`src/rtl/mem_port_arbiter.sv`:
```
// Shares one single-ported SRAM between instruction fetch (IF) and load/store (MEM).
// Define ARB_ROUND_ROBIN_EN for round-robin arbitration; otherwise MEM has fixed priority over IF.
module mem_port_arbiter #(
    parameter int ADDR_W      = 32,
    parameter int DATA_W      = 32,
    parameter int WAIT_CYCLES = 1
) (
    input  logic              clk,
    input  logic              rst,
    input  logic              if_req,
    input  logic [ADDR_W-1:0] if_addr,
    output logic [DATA_W-1:0] if_rdata,
    output logic              if_ack,
    input  logic              mem_req,
    input  logic              mem_we,
    input  logic [3:0]        mem_sel,
    input  logic [ADDR_W-1:0] mem_addr,
    input  logic [DATA_W-1:0] mem_wdata,
    output logic [DATA_W-1:0] mem_rdata,
    output logic              mem_ack,
    output logic              stall_req,
    output logic              ram_ce,
    output logic              ram_we,
    output logic [3:0]        ram_sel,
    output logic [ADDR_W-1:0] ram_addr,
    output logic [DATA_W-1:0] ram_wdata,
    input  logic [DATA_W-1:0] ram_rdata
);

    typedef enum logic [1:0] {IDLE, ACCESS, DONE} state_t;

    localparam logic [3:0] CNT_INIT = 4'(WAIT_CYCLES - 1);

    state_t     state, state_nxt;
    logic [3:0] cnt;
    logic       grant_mem;   // 1 = MEM owns the current access, 0 = IF
    logic       pick_mem;
    logic       any_req;

    assign any_req = if_req | mem_req;

`ifdef ARB_ROUND_ROBIN_EN
    logic last_grant;        // 1 = MEM was served last, 0 = IF

    // On contention, serve whichever requester was not served last.
    assign pick_mem = mem_req & (~if_req | ~last_grant);

    always_ff @(posedge clk) begin
        if (rst)
            last_grant <= 1'b0;
        else if (state == IDLE && any_req)
            last_grant <= pick_mem;
    end
`else
    assign pick_mem = mem_req;
`endif

    always_ff @(posedge clk) begin
        if (rst)
            state <= IDLE;
        else
            state <= state_nxt;
    end

    always_comb begin
        state_nxt = state;
        case (state)
            IDLE:    if (any_req)    state_nxt = ACCESS;
            ACCESS:  if (cnt == 4'd0) state_nxt = DONE;
            DONE:    state_nxt = IDLE;
            default: state_nxt = IDLE;
        endcase
    end

    always_ff @(posedge clk) begin
        if (rst) begin
            grant_mem <= 1'b0;
            cnt       <= 4'd0;
            ram_ce    <= 1'b0;
            ram_we    <= 1'b0;
            ram_sel   <= 4'd0;
            ram_addr  <= '0;
            ram_wdata <= '0;
            if_ack    <= 1'b0;
            mem_ack   <= 1'b0;
            if_rdata  <= '0;
            mem_rdata <= '0;
        end else begin
            if_ack  <= 1'b0;
            mem_ack <= 1'b0;
            case (state)
                IDLE: begin
                    if (any_req) begin
                        grant_mem <= pick_mem;
                        ram_ce    <= 1'b1;
                        cnt       <= CNT_INIT;
                        if (pick_mem) begin
                            ram_we    <= mem_we;
                            ram_sel   <= mem_sel;
                            ram_addr  <= mem_addr;
                            ram_wdata <= mem_wdata;
                        end else begin
                            ram_we    <= 1'b0;
                            ram_sel   <= 4'hF;
                            ram_addr  <= if_addr;
                            ram_wdata <= '0;
                        end
                    end
                end
                ACCESS: begin
                    if (cnt == 4'd0) begin
                        // Stores leave mem_rdata untouched.
                        if (grant_mem && !ram_we)
                            mem_rdata <= ram_rdata;
                        if (!grant_mem)
                            if_rdata <= ram_rdata;
                        ram_ce  <= 1'b0;
                        ram_we  <= 1'b0;
                        mem_ack <= grant_mem;
                        if_ack  <= ~grant_mem;
                    end else begin
                        cnt <= cnt - 4'd1;
                    end
                end
                default: ;
            endcase
        end
    end

    assign stall_req = (if_req & ~if_ack) | (mem_req & ~mem_ack);

endmodule

```
`config.mk`:
```
export PLATFORM = sky130hd
export DESIGN_NAME = mem_port_arbiter
export DESIGN_NICKNAME = d
export VERILOG_FILES = /design/src/rtl/mem_port_arbiter.sv
export SDC_FILE = /design/constraint.sdc
export NUM_CORES = 1
export LEC_CHECK = 0
export ABC_AREA = 0
export BUFFER_PORTS_ARGS = -buffer_cell sky130_fd_sc_hd__buf_2
export CAP_MARGIN = 20
export CORE_UTILIZATION = 42
export DETAILED_ROUTE_END_ITERATION = 10
export PLACE_DENSITY = 0.79
export SKIP_CTS_REPAIR_TIMING = 1
export SLEW_MARGIN = 20
export SYNTH_ARGS = -nofsm -noshare
export SYNTH_HDL_FRONTEND = slang
export SYNTH_SLANG_ARGS = --single-unit
export TNS_END_PERCENT = 50
```
`constraint.sdc`:
```
create_clock -name clk -period 1.79 [get_ports clk]
set_input_delay 0.2685 -clock clk [delete_from_list [all_inputs] [get_ports clk]]
set_output_delay 0.2685 -clock clk [all_outputs]
set_load 0.02 [all_outputs]
```
==> flow_results.org <==
** Yosys
- For this run, the number of Yosys warnings is 0.
- For this run, the register share of the synthesized area comes to about half.
- Synthesis handed over a netlist of 610 instances.
- Number of library cell types mapped by synthesis :: 36
- The number of nets handed over by synthesis was 749.
- In this run the mean area of a mapped cell was between 9 and 10 um2.
- Synthesis inferred about 140 register bits.
- Post-Syn Area :: 0.00578 mm2

** Timing
- Setup repair after global routing missed its margin :: true
- Worst slew margin :: 56.9%
- Worst-case clock skew :: between 10 and 15 ps
- In the post-route analysis, the smallest setup slack over all paths is -41.7 ps.
- The count of pins over their slew limit is 0.
- Minimum clock period :: roughly 1800 ps
- The final count of hold timing violations was 0.
- Total of endpoints with negative setup slack in the final report :: 28
- Static timing analysis puts the maximum clock frequency at about 550 MHz.
- For the pin with the worst max-slew slack, the measured transition is between 600 and 700 ps.
- For the final routed database, the setup TNS stands at -784 ps.
- Share of the clock period used by the worst path after layout :: 102%

** Routing
- Detailed router's first-iteration violation count :: 280
- WL met2 :: 7.72 mm
- After detailed routing, the average wire length per cell comes to 15.5 um.
- In this run the remaining antenna-violating nets after routing total 0.
- Detail-routed via count per cell :: around 5.2
- In the routed design, unresolved DRC markers number 0.
- Detailed Routing Iterations Pass 1 :: 5
- Count of vias placed by the detailed router :: between 5000 and 6000
- The highest layer touched by signal routing is met4.
- Sum of met3 wire segment lengths after detailed routing :: around 950 um
- M1 WL :: between 7 and 8 mm
- Summed over all layers, the routed wires come to approximately 16 mm.

** Power
- Largest vdd supply drop :: between 0.5 and 0.6 mV
- Switching share of total power :: between 20 and 30%
- The internal portion of the total power is 0.00585 W.
- Fraction of power consumed by combinational cells :: approximately 18%
- Per report_power, the sequential group accounts for between 40 and 50% of the total.
- Summed over all nets, the switching power comes to 0.00237 W.
- PnR Total Power :: between 0.008 and 0.009 W
- Power Density :: 1020 mW/mm2
- Leakage power figure :: 3.80 nW
- Clock share of power :: ~39%

** Setup path
- STA classifies the critical path endpoint as a flip-flop.
- Launch point of the worst reg-to-reg path :: cnt[0]$_SDFFE_PP0P_
- Cells on worst reg2reg path :: 6
- The worst setup path is of the flip-flop to flip-flop kind.
- Delay of the slowest cell on the worst path :: about 400 ps
- In this run the worst setup path begins at cnt[0]$_SDFFE_PP0P_.
- STA puts the critical path data arrival time at roughly 2100 ps.
- In this run the number of cells on the critical path is 6.
- Critical register-to-register path endpoint :: if_rdata[26]$_SDFFE_PP0P_
- CP startpoint kind :: flip-flop
- The critical path goes through inv_2 > ha_4 > or3b_4 > or3_4 > clkbuf_16 > a31o_1.
- Family of cells with the greatest summed delay on the critical path :: simple AND/OR/NAND/NOR gates
- On the critical path, the stage with the largest delay is an instance of sky130_fd_sc_hd__or3b_4.
- Reg2reg setup slack :: -40 ps
- Crit path max fanout :: 16
- Data required time at the worst endpoint :: ~2100 ps
- Sum of buffers and inverters on the critical path :: 2
- Critical path destination :: if_rdata[26]$_SDFFE_PP0P_

** Cells and area
- Number of diodes added for antenna fixing :: 0
- In the final design database the tool counted between 1000 and 1500 nets.
- Cells fill between 60% and 70% of the core in the end.
- After filler insertion, the fill cell instance count of the layout stands at around 1200.
- Area growth from synthesis to layout :: 38.9%
- Summing all non-filler instances in the final layout gives an area of 0.00802 mm2.
- Share of layout cells above drive strength 1 :: 40.1%

** Floorplanning
- I/O pin total :: ~270
- The floorplan has 42 rows.
- Starting utilization of the core area :: around 43%
- From bottom edge to top edge, the die measures approximately 120 um.
- The region available for standard cell placement spans between 0.01 and 0.015 mm2.
- The die covers 0.0142 mm2.
- The floorplan step set the die width to 119 um.

** Global route
- The first global-routing pass estimated between 20 and 25 mm of wire.
- Via count of the first global-routing pass :: 4931
- Global-route usage over all layers :: between 20% and 30%
- Summed over all layers, the global routing overflow is 0.
- Entering global routing, the biggest net connects 69 pins.
- Antenna violations before repair :: 0

** Clock tree
- Buffer depth of the longest clock path :: 2
- TritonCTS clock tree :: yes
- The clock drives ~140 sinks.
- Root Buffer Master :: sky130_fd_sc_hd__clkbuf_16
- Deepest level of the CTS H-tree :: 4
- Clock latency on the worst-skew pair, taken at its later pin, is 420 ps.
- Total CTS buffers :: 17
- Clock transition at the registers of the reported paths :: 60 ps

** Hold path
- The worst hold path belongs to the class input port to flip-flop.

** Run
- Max-capacitance violation count :: 0

** Place
- DP Area :: roughly 0.0073 mm2
- Routability-driven placement finished with a final weighted congestion of approximately 0.78.
- During placement, the flow inserted port buffers numbering 273.
- Final HPWL from detailed placement :: ~11 mm

** Outcome
- The run finished, with violations left.
- Violated checks :: negative setup slack
-- cell families after synthesis --
logic type / synth area share, %
compound gates: 19.8
simple gates: 13.8
flops: 49.6
buf+inv: 5.39
mux: 11.1
fa+ha+maj: 0.433
-- routing by layer --
| layer | vias up | global-route usage (%) |
|---|---|---|
| li1 | 2739 | - |
| met1 | 2528 | 29.0 |
| met2 | 211 | 34.8 |
| met3 | 25 | 5.17 |
| met4 | 0 | 9.57 |
| met5 | - | 0 |
-- how the worst min path moves through the flow --
stage                          startpoint                         end  slack, ps  depth (start not counted)
4_1_cts                     mem_wdata[26]  ram_wdata[26]$_SDFFE_PP0P_         70                          3
6_report                    mem_wdata[18]  ram_wdata[18]$_SDFFE_PP0P_        100                          3
3_5_place_dp    mem_rdata[0]$_SDFFE_PP0P_   mem_rdata[0]$_SDFFE_PP0P_        440                          2
5_1_grt                     mem_wdata[28]  ram_wdata[28]$_SDFFE_PP0P_         80                          3
2_1_floorplan                      mem_we         ram_we$_SDFFE_PP0P_        400                          2
3_3_place_gp   mem_rdata[17]$_SDFFE_PP0P_  mem_rdata[17]$_SDFFE_PP0P_        440                          2
-- flip-flops by register name, summed over array words and instances, names as in the netlist --
signal     flops
grant_mem      1
ram_wdata     32
state          2
ram_addr      32
mem_ack        1
ram_sel        4
ram_ce         1
if_rdata      32
mem_rdata     32
cnt            4
ram_we         1
if_ack         1
-- power groups by stage --
stage | logic, W | clock network [W] | registers (W)
2_1_floorplan | 0.000613 | 0 | 0.00386
3_3_place_gp | 0.00142 | 0 | 0.00359
3_5_place_dp | 0.00144 | 0 | 0.00359
4_1_cts | 0.00144 | 0.00330 | 0.00353
5_1_grt | 0.00159 | 0.00343 | 0.00355
6_report | 0.00148 | 0.00321 | 0.00353
-- layout make-up --
class / instances / area, um2 / area share, %
flip-flops and latches: 143 / 2860 / 35.7
multi-input cells: 398 / 2650 / 33.0
repair buffers: 302 / 1720 / 21.5
clock buffers: 21 / 460 / 5.74
well taps: 176 / 220 / 2.75
clock inverters: 11 / 83.8 / 1.05
inverters: 6 / 22.5 / 0.281
-- synth_stat cells --
| master | count | area, um2 |
|---|---|---|
| sky130_fd_sc_hd__dfxtp_1 | 143 | 2860 |
| sky130_fd_sc_hd__a21oi_1 | 70 | 350 |
| sky130_fd_sc_hd__nand2_1 | 68 | 255 |
| sky130_fd_sc_hd__mux2i_1 | 64 | 641 |
| sky130_fd_sc_hd__clkbuf_1 | 42 | 158 |
| sky130_fd_sc_hd__o21ai_0 | 35 | 175 |
| sky130_fd_sc_hd__a211oi_1 | 33 | 248 |
| sky130_fd_sc_hd__nand2b_1 | 33 | 206 |
| sky130_fd_sc_hd__nor4_1 | 33 | 206 |
| sky130_fd_sc_hd__a31o_1 | 29 | 254 |
| sky130_fd_sc_hd__buf_2 | 9 | 45.0 |
| sky130_fd_sc_hd__buf_1 | 6 | 22.5 |
| sky130_fd_sc_hd__buf_6 | 5 | 56.3 |
| sky130_fd_sc_hd__inv_1 | 5 | 18.8 |
| sky130_fd_sc_hd__o221a_2 | 4 | 45.0 |
| sky130_fd_sc_hd__a31o_2 | 3 | 26.3 |
| sky130_fd_sc_hd__nor2_1 | 3 | 11.3 |
| sky130_fd_sc_hd__o221ai_1 | 3 | 26.3 |
| sky130_fd_sc_hd__ha_1 | 2 | 25.0 |
| sky130_fd_sc_hd__nor3b_1 | 2 | 15.0 |
| sky130_fd_sc_hd__or3_1 | 2 | 12.5 |
| sky130_fd_sc_hd__or4_1 | 2 | 15.0 |
| sky130_fd_sc_hd__a41o_1 | 1 | 10.0 |
| sky130_fd_sc_hd__and2_1 | 1 | 6.26 |
| sky130_fd_sc_hd__buf_4 | 1 | 7.51 |
| sky130_fd_sc_hd__clkinv_1 | 1 | 3.75 |
| sky130_fd_sc_hd__nand3_1 | 1 | 5.00 |
| sky130_fd_sc_hd__nand4b_2 | 1 | 15.0 |
| sky130_fd_sc_hd__nor2_2 | 1 | 6.26 |
| sky130_fd_sc_hd__nor2b_1 | 1 | 6.26 |
| sky130_fd_sc_hd__nor3_1 | 1 | 5.00 |
| sky130_fd_sc_hd__nor4b_1 | 1 | 8.76 |
| sky130_fd_sc_hd__o22ai_1 | 1 | 6.26 |
| sky130_fd_sc_hd__or2_1 | 1 | 6.26 |
| sky130_fd_sc_hd__or2_2 | 1 | 6.26 |
| sky130_fd_sc_hd__or3b_1 | 1 | 8.76 |
-- worst min-delay path, cell delays in order --
cell                      delay [ps]
sky130_fd_sc_hd__buf_2            90
sky130_fd_sc_hd__nand2_1          40
sky130_fd_sc_hd__a21oi_1          50
-- placed cells by master (no fill, tap or decap), types with 2 or more instances in the layout --
cell / n
sky130_fd_sc_hd__inv_6: 2
sky130_fd_sc_hd__buf_4: 20
sky130_fd_sc_hd__a21oi_1: 70
sky130_fd_sc_hd__nand2_1: 68
sky130_fd_sc_hd__dfxtp_1: 142
sky130_fd_sc_hd__clkinvlp_4: 4
sky130_fd_sc_hd__buf_12: 5
sky130_fd_sc_hd__o21ai_0: 35
sky130_fd_sc_hd__clkinv_4: 3
sky130_fd_sc_hd__nand2b_1: 33
sky130_fd_sc_hd__mux2i_1: 64
sky130_fd_sc_hd__o221ai_1: 3
sky130_fd_sc_hd__buf_2: 272
sky130_fd_sc_hd__clkbuf_8: 2
sky130_fd_sc_hd__clkinv_2: 2
sky130_fd_sc_hd__a31o_1: 29
sky130_fd_sc_hd__inv_2: 3
sky130_fd_sc_hd__inv_1: 3
sky130_fd_sc_hd__or4_1: 2
sky130_fd_sc_hd__a211oi_1: 33
sky130_fd_sc_hd__clkbuf_16: 21
sky130_fd_sc_hd__o221a_2: 4
sky130_fd_sc_hd__clkbuf_1: 2
sky130_fd_sc_hd__nor4_1: 33
sky130_fd_sc_hd__nor2_2: 3
sky130_fd_sc_hd__a31o_2: 3
-- metrics by stage --
| step | cells | setup WS [ps] | hold slack [ps] |
|---|---|---|---|
| 6_report | 1057 | -41.7 | 95.0 |
| 5_1_grt | 1057 | -96.9 | 77.1 |
| 4_1_cts | 1052 | -101 | 67.9 |
| 3_5_place_dp | 1020 | -60.7 | 444 |
| 3_3_place_gp | 1020 | -23.5 | 443 |
| 2_1_floorplan | 610 | 31.7 | 405 |
(Power assumes the default switching activity.)
